$ cat src/rtl/uart_pkg.sv
// Shared definitions for the UART transmit frame engine:
// Gray-coded FSM states, parity type codes and counter sizing.
package uart_pkg;

    localparam logic [2:0] S_IDLE   = 3'b000;
    localparam logic [2:0] S_START  = 3'b001;
    localparam logic [2:0] S_DATA   = 3'b011;
    localparam logic [2:0] S_PARITY = 3'b010;
    localparam logic [2:0] S_STOP1  = 3'b110;
    localparam logic [2:0] S_STOP2  = 3'b111;

    typedef enum logic [2:0] {
        ST_IDLE   = S_IDLE,
        ST_START  = S_START,
        ST_DATA   = S_DATA,
        ST_PARITY = S_PARITY,
        ST_STOP1  = S_STOP1,
        ST_STOP2  = S_STOP2
    } state_e;

    localparam logic PAR_EVEN = 1'b0;
    localparam logic PAR_ODD  = 1'b1;

    function automatic int unsigned cnt_width(input int unsigned n);
        return (n < 2) ? 1 : $clog2(n);
    endfunction

endpackage

$ cat src/rtl/uart_tx_serializer.sv
// Load/shift register and bit counter for the UART data phase.
// Ports: CLK, RST (async low), load, ser_en, P_DATA -> ser_data, ser_done.
module uart_tx_serializer
    import uart_pkg::*;
#(
    parameter int DATA_WIDTH = 8,
    parameter int MSB_FIRST  = 0
) (
    input  logic                  CLK,
    input  logic                  RST,
    input  logic                  load,
    input  logic                  ser_en,
    input  logic [DATA_WIDTH-1:0] P_DATA,
    output logic                  ser_data,
    output logic                  ser_done
);

    localparam int unsigned CW = cnt_width(DATA_WIDTH);
    localparam logic [CW-1:0] LAST = CW'(DATA_WIDTH - 1);

    logic [DATA_WIDTH-1:0] shreg;
    logic [DATA_WIDTH-1:0] shifted;
    logic [CW-1:0]         cnt;

    // The bit on the line is always at the outgoing end of shreg.
    if (MSB_FIRST != 0) begin : g_msb
        assign ser_data = shreg[DATA_WIDTH-1];
        assign shifted  = {shreg[DATA_WIDTH-2:0], 1'b0};
    end else begin : g_lsb
        assign ser_data = shreg[0];
        assign shifted  = {1'b0, shreg[DATA_WIDTH-1:1]};
    end

    assign ser_done = (cnt == LAST);

    always_ff @(posedge CLK or negedge RST) begin
        if (!RST) begin
            shreg <= '0;
            cnt   <= '0;
        end else if (load) begin
            shreg <= P_DATA;
            cnt   <= '0;
        end else if (ser_en) begin
            shreg <= shifted;
            // Saturate on the last bit so the count never wraps in a frame.
            if (cnt != LAST) begin
                cnt <= cnt + 1'b1;
            end
        end
    end

endmodule

$ cat src/rtl/uart_tx_frame_ctrl.sv
// UART transmit frame engine: start, data, optional parity, 1/2 stops.
// Ports: CLK, RST, P_DATA, Data_Valid, PAR_EN, PAR_TYP, STOP2 -> TX_OUT, busy, done.
module uart_tx_frame_ctrl
    import uart_pkg::*;
#(
    parameter int DATA_WIDTH = 8,
    parameter int MSB_FIRST  = 0
) (
    input  logic                  CLK,
    input  logic                  RST,
    input  logic [DATA_WIDTH-1:0] P_DATA,
    input  logic                  Data_Valid,
    input  logic                  PAR_EN,
    input  logic                  PAR_TYP,
    input  logic                  STOP2,
    output logic                  TX_OUT,
    output logic                  busy,
    output logic                  done
);

    state_e state_q;
    state_e state_d;

    logic par_q;
    logic par_en_q;
    logic stop2_q;
    logic tx_q;
    logic busy_q;
    logic done_q;
    logic tx_d;
    logic busy_d;
    logic done_d;
    logic last_stop;
    logic accept;
    logic ser_en;
    logic ser_data;
    logic ser_done;

    uart_tx_serializer #(
        .DATA_WIDTH (DATA_WIDTH),
        .MSB_FIRST  (MSB_FIRST)
    ) u_ser (
        .CLK      (CLK),
        .RST      (RST),
        .load     (accept),
        .ser_en   (ser_en),
        .P_DATA   (P_DATA),
        .ser_data (ser_data),
        .ser_done (ser_done)
    );

    assign last_stop = (state_q == ST_STOP2) ||
                       ((state_q == ST_STOP1) && !stop2_q);
    assign accept    = Data_Valid &&
                       ((state_q == ST_IDLE) || last_stop);

    // Line values are decided from the current state and registered,
    // so TX_OUT/busy/done trail the state register by one cycle.
    always_comb begin
        state_d = state_q;
        tx_d    = 1'b1;
        busy_d  = 1'b0;
        done_d  = 1'b0;
        ser_en  = 1'b0;
        unique case (state_q)
            ST_IDLE: begin
                if (accept) begin
                    state_d = ST_START;
                end
            end
            ST_START: begin
                tx_d    = 1'b0;
                busy_d  = 1'b1;
                state_d = ST_DATA;
            end
            ST_DATA: begin
                tx_d   = ser_data;
                busy_d = 1'b1;
                ser_en = 1'b1;
                if (ser_done) begin
                    state_d = par_en_q ? ST_PARITY : ST_STOP1;
                end
            end
            ST_PARITY: begin
                tx_d    = par_q;
                busy_d  = 1'b1;
                state_d = ST_STOP1;
            end
            ST_STOP1: begin
                busy_d = 1'b1;
                if (stop2_q) begin
                    state_d = ST_STOP2;
                end else begin
                    done_d  = 1'b1;
                    state_d = accept ? ST_START : ST_IDLE;
                end
            end
            ST_STOP2: begin
                busy_d  = 1'b1;
                done_d  = 1'b1;
                state_d = accept ? ST_START : ST_IDLE;
            end
            default: begin
                state_d = ST_IDLE;
            end
        endcase
    end

    always_ff @(posedge CLK or negedge RST) begin
        if (!RST) begin
            state_q  <= ST_IDLE;
            par_q    <= 1'b0;
            par_en_q <= 1'b0;
            stop2_q  <= 1'b0;
            tx_q     <= 1'b1;
            busy_q   <= 1'b0;
            done_q   <= 1'b0;
        end else begin
            state_q <= state_d;
            tx_q    <= tx_d;
            busy_q  <= busy_d;
            done_q  <= done_d;
            if (accept) begin
                par_en_q <= PAR_EN;
                stop2_q  <= STOP2;
                par_q    <= (PAR_TYP == PAR_EVEN) ? ^P_DATA : ~^P_DATA;
            end
        end
    end

    assign TX_OUT = tx_q;
    assign busy   = busy_q;
    assign done   = done_q;

endmodule

$ cat config.mk
export PLATFORM = sky130hd
export DESIGN_NAME = uart_tx_frame_ctrl
export DESIGN_NICKNAME = d
export VERILOG_FILES = /design/src/rtl/uart_pkg.sv /design/src/rtl/uart_tx_serializer.sv /design/src/rtl/uart_tx_frame_ctrl.sv
export SDC_FILE = /design/constraint.sdc
export NUM_CORES = 1
export LEC_CHECK = 0
export ABC_AREA = 1
export ABC_CLOCK_PERIOD_IN_PS = 1500
export BUFFER_PORTS_ARGS = -buffer_cell sky130_fd_sc_hd__buf_2
export CORE_ASPECT_RATIO = 0.8
export CORE_MARGIN = 5
export CORE_UTILIZATION = 35
export CTS_BUF_LIST = sky130_fd_sc_hd__clkbuf_2
export CTS_CLUSTER_DIAMETER = 30
export CTS_CLUSTER_SIZE = 30
export DETAILED_ROUTE_END_ITERATION = 7
export GPL_TIMING_DRIVEN = 1
export PLACE_DENSITY = 0.66
export REMOVE_ABC_BUFFERS = 1
export SLEW_MARGIN = 20
export SYNTH_ARGS = -nofsm -noshare
export SYNTH_HDL_FRONTEND = slang
export SYNTH_HIERARCHICAL = 1
export SYNTH_SLANG_ARGS = --single-unit
$ cat constraint.sdc
create_clock -name CLK -period 1.5 [get_ports CLK]
set_clock_uncertainty 0.1 [all_clocks]
set_input_delay 0.075 -clock CLK [delete_from_list [all_inputs] [get_ports CLK]]
set_output_delay 0.075 -clock CLK [all_outputs]
set_load 0.005 [all_outputs]
* Word-level counts from Yosys, hierarchy flattened
Index checks and enable logic that the tools add are counted.
Widths: inputs -> output; s select.
** Storage, ports and cells
- Register bits :: 20
- Input port bits :: 14
- Word-level logic and storage cells :: 49
- Output and inout bits :: 3
** Operators by class
- Add/sub/neg operators :: 1
- Reduce and logical (&&, ||, !) cells :: 13
- Mux-type cells :: 17
- Equal/unequal tests :: 9
** Operators with widths (count)
- $mux 3 :: 7
- $pmux 3 s6 :: 1
- $mux 8 :: 2
- $eq 3x3->1 const B :: 3
- $reduce_xnor 8->1 :: 1
- $reduce_xor 8->1 :: 1
- $eq 3x2->1 const B :: 2
- $mux 1 :: 5
- $reduce_or 5->1 :: 1
- $ne 2x2->1 const B :: 2
- $reduce_and 2->1 :: 2
- $reduce_bool 2->1 :: 2
- $add 3x1->3 const B :: 1
- $eq 3x1->1 const B :: 1
- $logic_not 3->1 :: 1
- $ne 3x3->1 const B :: 1
- $pmux 1 s3 :: 1
- $logic_and 1x1->1 :: 2
- $logic_or 1x1->1 :: 2
- $pmux 1 s2 :: 1
- $logic_not 1->1 :: 1

* Longest topological paths before layout
Gate-level depths: netlist (run 1).
- Word-level depth :: 8
- Depth in mapped cells :: 10
- Mapped depth without buffers :: 10

* Hierarchy
The synthesis (run 1) kept the hierarchy.
** By module, submodules not included
- uart_tx_frame_ctrl :: times used 1, seq. area each 226.5 µm², area an instance 558.0 µm², cells an instance 82
- uart_tx_serializer :: times used 1, seq. area each 275.3 µm², area an instance 551.8 µm², cells an instance 64

* Least setup slack after synthesis (run 1)
No wires, ideal clock.
- Kind :: register to register
- Start :: register state_q[1]
- End :: register u_ser.shreg[1]
- Arrival :: 1.173 ns
- Setup slack :: 0.103 ns
- Period minus slack after synthesis :: 1.397 ns
- Path buffers :: 1
- Data required time :: 1.276 ns
- Setup time :: 0.124 ns
- Stages on the path, launching flop included :: 10
- Cells stage by stage :: dfrtp_1 -> inv_1 -> nand3_2 -> o21ai_2 -> nand2_2 -> inv_1 -> buf_6 -> nor2_8 -> nand2_1 -> nand3_1
** On the way
- Longest elaborated chain between the ends :: 6
- Elaborated cells between the ends (all ways) :: 11
- Classes of those cells :: eq/ne (3); mux (2); reduce/logical (6)
** RTL lines
- start: declaration :: line uart_tx_frame_ctrl.sv:21 : state_e state_q;
- start signal: assignment :: line uart_tx_frame_ctrl.sv:119 : state_q <= state_d;
- $eq 3x3->1 :: line uart_tx_frame_ctrl.sv:53 : ((state_q == ST_STOP1) && !stop2_q);
- $logic_and 1x1->1 :: line uart_tx_frame_ctrl.sv:53
- $logic_or 1x1->1 :: line uart_tx_frame_ctrl.sv:52 : assign last_stop = (state_q == ST_STOP2) ||
- $logic_or 1x1->1 * :: line uart_tx_frame_ctrl.sv:55 : ((state_q == ST_IDLE) || last_stop);
- $logic_and 1x1->1 * :: line uart_tx_frame_ctrl.sv:54 : assign accept = Data_Valid &&
- named net accept :: line uart_tx_frame_ctrl.sv:34 : logic accept;
- $mux 8 or $reduce_bool 2->1 (tied branches)
- end signal: assignment :: line uart_tx_serializer.sv:44 : shreg <= shifted;
- end: declaration :: line uart_tx_serializer.sv:21 : logic [DATA_WIDTH-1:0] shreg;
Mark *: on every way through the listed nets, which the timed path passes. The rest lies on a longest branch.
A chain may end at the register's enable or synchronous reset.

* Worst setup path in the final report (run 1)
- Start :: register state_q[1]
- End :: register u_ser.shreg[0]
The elaborated chain is that of the path after synthesis.

==> results by group, run 1 <==
Routing
  – Overall routed net length: 2740 um
  – ANT nets after route: 0
  – DRC viols: 0
  – Starting DRT DRC Count: 60
  – WL/cell: 11.8 um
  – Pre-antenna DRT Iters: 4
  – Via/cell ratio: 4.59
  – Via Count: 1066

Worst setup path
  – CP max-delay cell: dfrtp_1
  – CP Class: flip-flop to flip-flop
  – Worst EP arrival: 1.72 ns
  – CP max stage delay: 0.47 ns
  – Crit. End Element: flip-flop
  – Worst Path Buf+Inv: 3
  – Family with the most delay on the worst path: flip-flops
  – CP Cell Sequence: nand2_2, o21ai_2, nand2_2, clkinvlp_4, inv_4, buf_4, nand3_1, nand3_1
  – Critical Path RT: 1.63 ns
  – Crit-path max FO: 6
  – Crit path launch type: flip-flop

CTS
  – TritonCTS clock tree: built
  – CTS root buf: clkbuf_2
  – Largest buffer count on any clock path: 2
  – Clk slew on worst S/H paths: 0.19 ns
  – CTS buffer count: 3
  – Clock sink total: 20
  – Clk_lat worst skew: 0.32 ns
  – H-Tree Level Count: 1

Layout
  – Finished Layout Cells: 232
  – Commonest non-fill, non-tap cell in the layout: nand2_1
  – Antenna Cells: 0
  – Fill count: 297
  – Most frequent cells in the layout: nand2_1 (51), dfrtp_1 (18), buf_2 (17)
  – Syn-to-layout area delta: 45.9%
  – Ratio of cells with drive above 1 in the final layout: 0.354
  – # nets final: 209

Run status
  – Failing checks: setup timing
  – Outcome: finished with violations

Placed design
  – Hpwl dp: 1900 um
  – Inst Count DP: 207
  – Port-buffer cells: 16
  – GPL Wtd Cong: 0.744

GRT
  – Initial antenna violation count: 0
  – Vias in the first global route: 1033
  – GRT Total Usage: 0.132
  – GR Overflow Total: 0
  – Largest net degree at the start of global routing: 21
  – First-pass GRT wire length: 4360 um

Power
  – Max IR drop VDD: 672 uV
  – Power per Cell Area: 1850 nW/um^2
  – Leakage: 0.864 nW
  – Total Power: 2.99 mW

Timing
  – Final Slew Violations: 0
  – Final Hold Fails: 0
  – Worst-margin pin slew: 0.440 ns
  – RSZ-0062 raised after global routing: yes
  – Fmax: 629 MHz
  – Min Tclk post-route: 1.59 ns
  – Period utilization: 1.06
  – Setup violations, final: 13
  – Slew HR: 0.707
  – Setup slack after layout: -0.0897 ns

Min path
  – Tightest Hold Check Type: input port to flip-flop

Die
  – Initial Utilization: 0.362
  – # IOs: 17
  – Core area: 3060 sq um
  – # rows: 18
  – Horiz. Die Dim: 73.0 um
  – Die H: 60.4 um
  – Die Area: 4400 sq um

Synth
  – Top cell type's share of synthesized area: 0.428
  – Area leader, netlist: dfrtp_1
  – Yosys reg bits: 20
  – Warnings, synthesis: 6
  – Post-synthesis sequential area ratio: 0.452
  – Netlist Area Pre-Place: 1110 sq um
  – Mapped Cells: 146
  – Syn Area/Cell: 7.60 sq um
  – Area contributors post-synth: dfrtp_1 (43%), nand2_1 (21%), nand3_1 (6.3%), inv_1 (4.7%), dfstp_2 (2.4%)
  – Netlist cell types: 24

Flow run
  – Max-Cap Viols: 0
## layout make-up
class	instances	area, sq um	share of cell area
Inverter	17	72.6	0.0448
Multi-Input combinational cell	107	602	0.372
Sequential cell	20	503	0.311
Tap cell	40	50.0	0.0309
Timing Repair Buffer	44	347	0.214
Clock inverter	1	30.0	0.0185
Clock buffer	3	15.0	0.00927
## synth_stat cells
library cell,n
nor2_4,1
o21ai_0,2
ha_1,2
buf_6,2
nand4_1,2
a31oi_1,1
nor3_1,2
nor2_2,1
inv_1,14
nor2_8,1
nand2_1,62
inv_2,2
nand3_1,14
nand3_2,1
dfrtp_1,19
o21ai_2,1
nand2_2,2
xnor2_1,2
nor2_1,7
inv_4,1
a21oi_1,3
o21a_1,1
xor2_1,2
dfstp_2,1
## layer usage
layer  share of wire  global-route usage  vias up
met5               0                   0        -
met4           0.025              0.0684        0
met3           0.038              0.0315        7
met2            0.50               0.226       28
met1            0.44               0.156      485
li1                -                   -      546
## where the power goes
group | leakage (nW) | switching [mW] | internal (mW) | total (mW)
Clock | 0.0266 | 0.170 | 0.230 | 0.400
Combinational | 0.591 | 0.883 | 0.752 | 1.64
Sequential | 0.246 | 0.162 | 0.797 | 0.959
Total | 0.864 | 1.22 | 1.78 | 2.99
## flip-flops by register name (all words and copies together) (netlist names)
signal and cells:
par_en_q 1, u_ser/cnt 3, u_ser/shreg 8, stop2_q 1, busy 1, par_q 1
state_q 3, TX_OUT 1, done 1
## cells by family (layout without fill, tap and decap cells)
kind of cell,count (synthesis),after routing,synth area share
xor gates and xnor gates,4,4,0.0316
buffers and inverters,19,65,0.0800
and+or+nand+nor,93,93,0.371
DFF,20,20,0.452
AOI/OAI and AO/OA,8,8,0.0428
adders and majority gates,2,2,0.0225
## what timing repair did
item	in CTS	in global routing
setup endpoints to repair	12	16
hold buffers	11	1
cloned	1	0
setup buffers	3	5
resized for setup	14	14
endpoints found under the hold margin	30	1
pin swaps	1	8
## worst min-delay path, cell delays in order
cell     delay (ns)
buf_2          0.12
o21ai_0        0.14
a21oi_1        0.13
## stage by stage
step | cell area (sq um) | hold slack [ns] | TNS [ns] | utilization | setup slack (ns)
floorplan | 1090 | -0.321 | -0.954 | - | -0.214
global placement | 1280 | -0.0511 | -0.0548 | 0.419 | -0.0274
detailed placement | 1280 | -0.0476 | -0.322 | 0.419 | -0.111
CTS | 1510 | 0.00969 | -0.182 | 0.494 | -0.0320
global route | 1620 | 0.0367 | -1.99 | 0.529 | -0.205
finish | 1620 | 0.0817 | -0.591 | 0.529 | -0.0897
## path summary, 6_finish.rpt
path	startpoint	end	slack (ns)	cells past startpoint
worst max-delay path	state_q[1]$_DFFE_PN0P_	u_ser/shreg[0]$_DFFE_PN0P_	-0.09	8
worst min-delay path	Data_Valid	state_q[2]$_DFFE_PN0P_	0.08	3
worst max register to register	state_q[1]$_DFFE_PN0P_	u_ser/shreg[0]$_DFFE_PN0P_	-0.09	8
worst min register to register	u_ser/shreg[7]$_DFFE_PN0P_	u_ser/shreg[7]$_DFFE_PN0P_	0.40	2
max in group asynchronous	RST	TX_OUT$_DFF_PN1_	0.87	2
min in group asynchronous	RST	state_q[1]$_DFFE_PN0P_	0.09	2
Power figures use the tool's default switching activity.
==> run 2, diff against run 1 <==
--- a/config.mk
+++ b/config.mk
@@ -16,7 +16,7 @@
 export CTS_CLUSTER_SIZE = 30
 export DETAILED_ROUTE_END_ITERATION = 7
 export GPL_TIMING_DRIVEN = 1
-export PLACE_DENSITY = 0.66
+export PLACE_DENSITY_LB_ADDON = 0.3
 export REMOVE_ABC_BUFFERS = 1
 export SLEW_MARGIN = 20
 export SYNTH_ARGS = -nofsm -noshare
==> run 2 against run 1 <==
  * The flow now finishes without violations
  * Combinational power decreased by 7%
  * Final area decreased by 4.6%
  * Critical path type unchanged
  * Register-to-register slack improved by 0.11 ns
  * Largest cell class unchanged
  * Largest power group unchanged
  * Flip-flop and latch count unchanged
  * Clock power decreased by 45%
  * First-iteration DRC count decreased by 8.3%
  * Sequential share of layout area increased by 1.4 points
  * Routed wire length decreased by 10%
  * Power decreased by 9.6%
  * Global-route usage decreased by 1.3 points
==> results by group, run 2 (synthesized netlist as in run 1, its figures left out) <==
Run status
  – Outcome: completed

Layout
  – Max reg flops: 8
  – Antenna Cells: 0
  – # nets final: 205
  – Syn-to-layout area delta: 39.2%
  – Commonest non-fill, non-tap cell in the layout: nand2_1
  – Regs by FF count: u_ser/shreg (8), state_q (3), u_ser/cnt (3)
  – Final Cell Area: 1550 sq um
  – Ratio of cells with drive above 1 in the final layout: 0.282
  – Finished Layout Cells: 228
  – Biggest register: u_ser/shreg
  – Most frequent cells in the layout: nand2_1 (57), dfrtp_1 (19), buf_2 (16)

GRT
  – First-pass GRT wire length: 3990 um
  – Met2 usage: 0.197
  – GRT Total Usage: 0.119
  – Largest net degree at the start of global routing: 21
  – M3 GR Usage: 0.0315
  – Vias in the first global route: 942
  – Initial antenna violation count: 0
  – GR Util met1: 0.151
  – Most Used Layer, Global Route: met2
  – GR Overflow Total: 0

Timing
  – Final Slew Violations: 0
  – Fmax: 676 MHz
  – WHS: 0.110 ns
  – Setup slack after layout: 0.0213 ns
  – Slew HR: 0.690
  – Setup violations, final: 0
  – Worst-margin pin slew: 0.465 ns
  – Min Tclk post-route: 1.48 ns
  – TNS Setup: 0 ns
  – RSZ-0062 raised after global routing: yes
  – Final Hold Fails: 0
  – Period utilization: 0.986

Power
  – Clock power share: 0.082
  – Sequential Power Share: 0.352
  – Net Sw Power: 1.15 mW
  – Comb power frac: 0.566
  – Max IR drop VDD: 765 uV
  – Power per Cell Area: 1750 nW/um^2
  – Internal cell power: 1.55 mW
  – Switching Fraction: 0.426
  – Leakage: 0.812 nW

CTS
  – Largest buffer count on any clock path: 2
  – CTS buffer count: 3
  – CTS root buf: clkbuf_2
  – TritonCTS clock tree: built
  – H-Tree Level Count: 1
  – Clock sink total: 20
  – Clk slew on worst S/H paths: 0.19 ns
  – Clk_lat worst skew: 0.31 ns

Min path
  – Tightest Hold Check Type: input port to asynchronous set/reset pin

Worst setup path
  – Worst path most repeated cell: nand2_1
  – Crit-path max FO: 7
  – Crit. End Element: flip-flop
  – CP max stage delay: 0.46 ns
  – CP Cell Sequence: inv_2, nand3_4, o21ai_4, nand2_2, inv_4, inv_2, nand2_1, nand2_1, nand2_1, nand2_1
  – Worst Path Buf+Inv: 3
  – CP max-delay cell: dfrtp_1
  – Crit path launch type: flip-flop
  – Family with the most delay on the worst path: flip-flops
  – Worst EP arrival: 1.60 ns
  – Critical Path RT: 1.62 ns
  – CP Class: flip-flop to flip-flop

Die
  – Core area: 3060 sq um
  – # IOs: 17
  – # rows: 18
  – Initial Utilization: 0.362
  – Die H: 60.4 um
  – Horiz. Die Dim: 73.0 um
  – Die Area: 4400 sq um

Routing
  – WL/cell: 10.8 um
  – Starting DRT DRC Count: 55
  – DRC viols: 0
  – ANT nets after route: 0
  – Via Count: 1059
  – Via/cell ratio: 4.64
  – Pre-antenna DRT Iters: 4
  – Overall routed net length: 2460 um

Placed design
  – GPL Wtd Cong: 0.795
  – DP Worst Slack: -0.0162 ns
  – Placed cell area: 1270 sq um
  – Port-buffer cells: 16
  – Hpwl dp: 1700 um
  – Inst Count DP: 204

Flow run
  – Max-Cap Viols: 0
[run 2: area by class of cell]
type	instances	area [sq um]
Clock buffer	3	15.0
Clock inverter	1	3.75
Fill cell	302	1520
Inverter	17	68.8
Multi-Input combinational cell	107	569
Sequential cell	20	502
Tap cell	40	50.0
Timing Repair Buffer	40	337
[run 2: final timing paths]
kind | end | cells past startpoint | start | slack [ns]
max | u_ser/cnt[1]$_DFFE_PN0P_ | 10 | state_q[0]$_DFFE_PN0P_ | 0.02
min | stop2_q$_DFFE_PN0P_ | 2 | RST | 0.11
max reg2reg | u_ser/cnt[1]$_DFFE_PN0P_ | 10 | state_q[0]$_DFFE_PN0P_ | 0.02
min reg2reg | u_ser/shreg[7]$_DFFE_PN0P_ | 2 | u_ser/shreg[7]$_DFFE_PN0P_ | 0.41
max in group asynchronous | TX_OUT$_DFF_PN1_ | 2 | RST | 0.84
min in group CLK | par_q$_DFFE_PN0P_ | 6 | PAR_TYP | 0.18
[run 2: power by group through the flow]
stage	sequential (mW)	combinational, mW	clock (mW)
2_1_floorplan	0.919	0.818	0
3_3_place_gp	0.943	1.16	0
3_5_place_dp	0.951	1.20	0
4_1_cts	0.934	1.26	0.237
5_1_grt	0.981	1.70	0.256
6_report	0.954	1.53	0.221
[run 2: what timing repair did]
item / CTS / global route
cloned: 0 / 1
pin swaps: 0 / 10
resized for setup: 2 / 14
hold endpoints to repair: 31 / 0
buffers inserted: 1 / 6
hold buffers: 12 / 0
setup endpoints to repair: 5 / 11
[run 2: through the flow]
step | power [mW] | util
floorplan | 1.74 | -
global placement | 2.11 | 0.415
detailed placement | 2.16 | 0.415
CTS | 2.43 | 0.463
global route | 2.94 | 0.504
finish | 2.71 | 0.504
[run 2: worst register-to-register path: stages, from the launching register on]
cell     delay [ns]
dfrtp_1        0.46
inv_2          0.15
nand3_4        0.11
o21ai_4        0.07
nand2_2        0.10
inv_4          0.09
inv_2          0.07
nand2_1        0.06
nand2_1        0.06
nand2_1        0.06
nand2_1        0.06
[run 2: per-layer routing]
layer	up-vias	share of wire
met3	2	0.061
li1	546	-
met5	-	0
met4	0	0.011
met1	472	0.46
met2	39	0.46
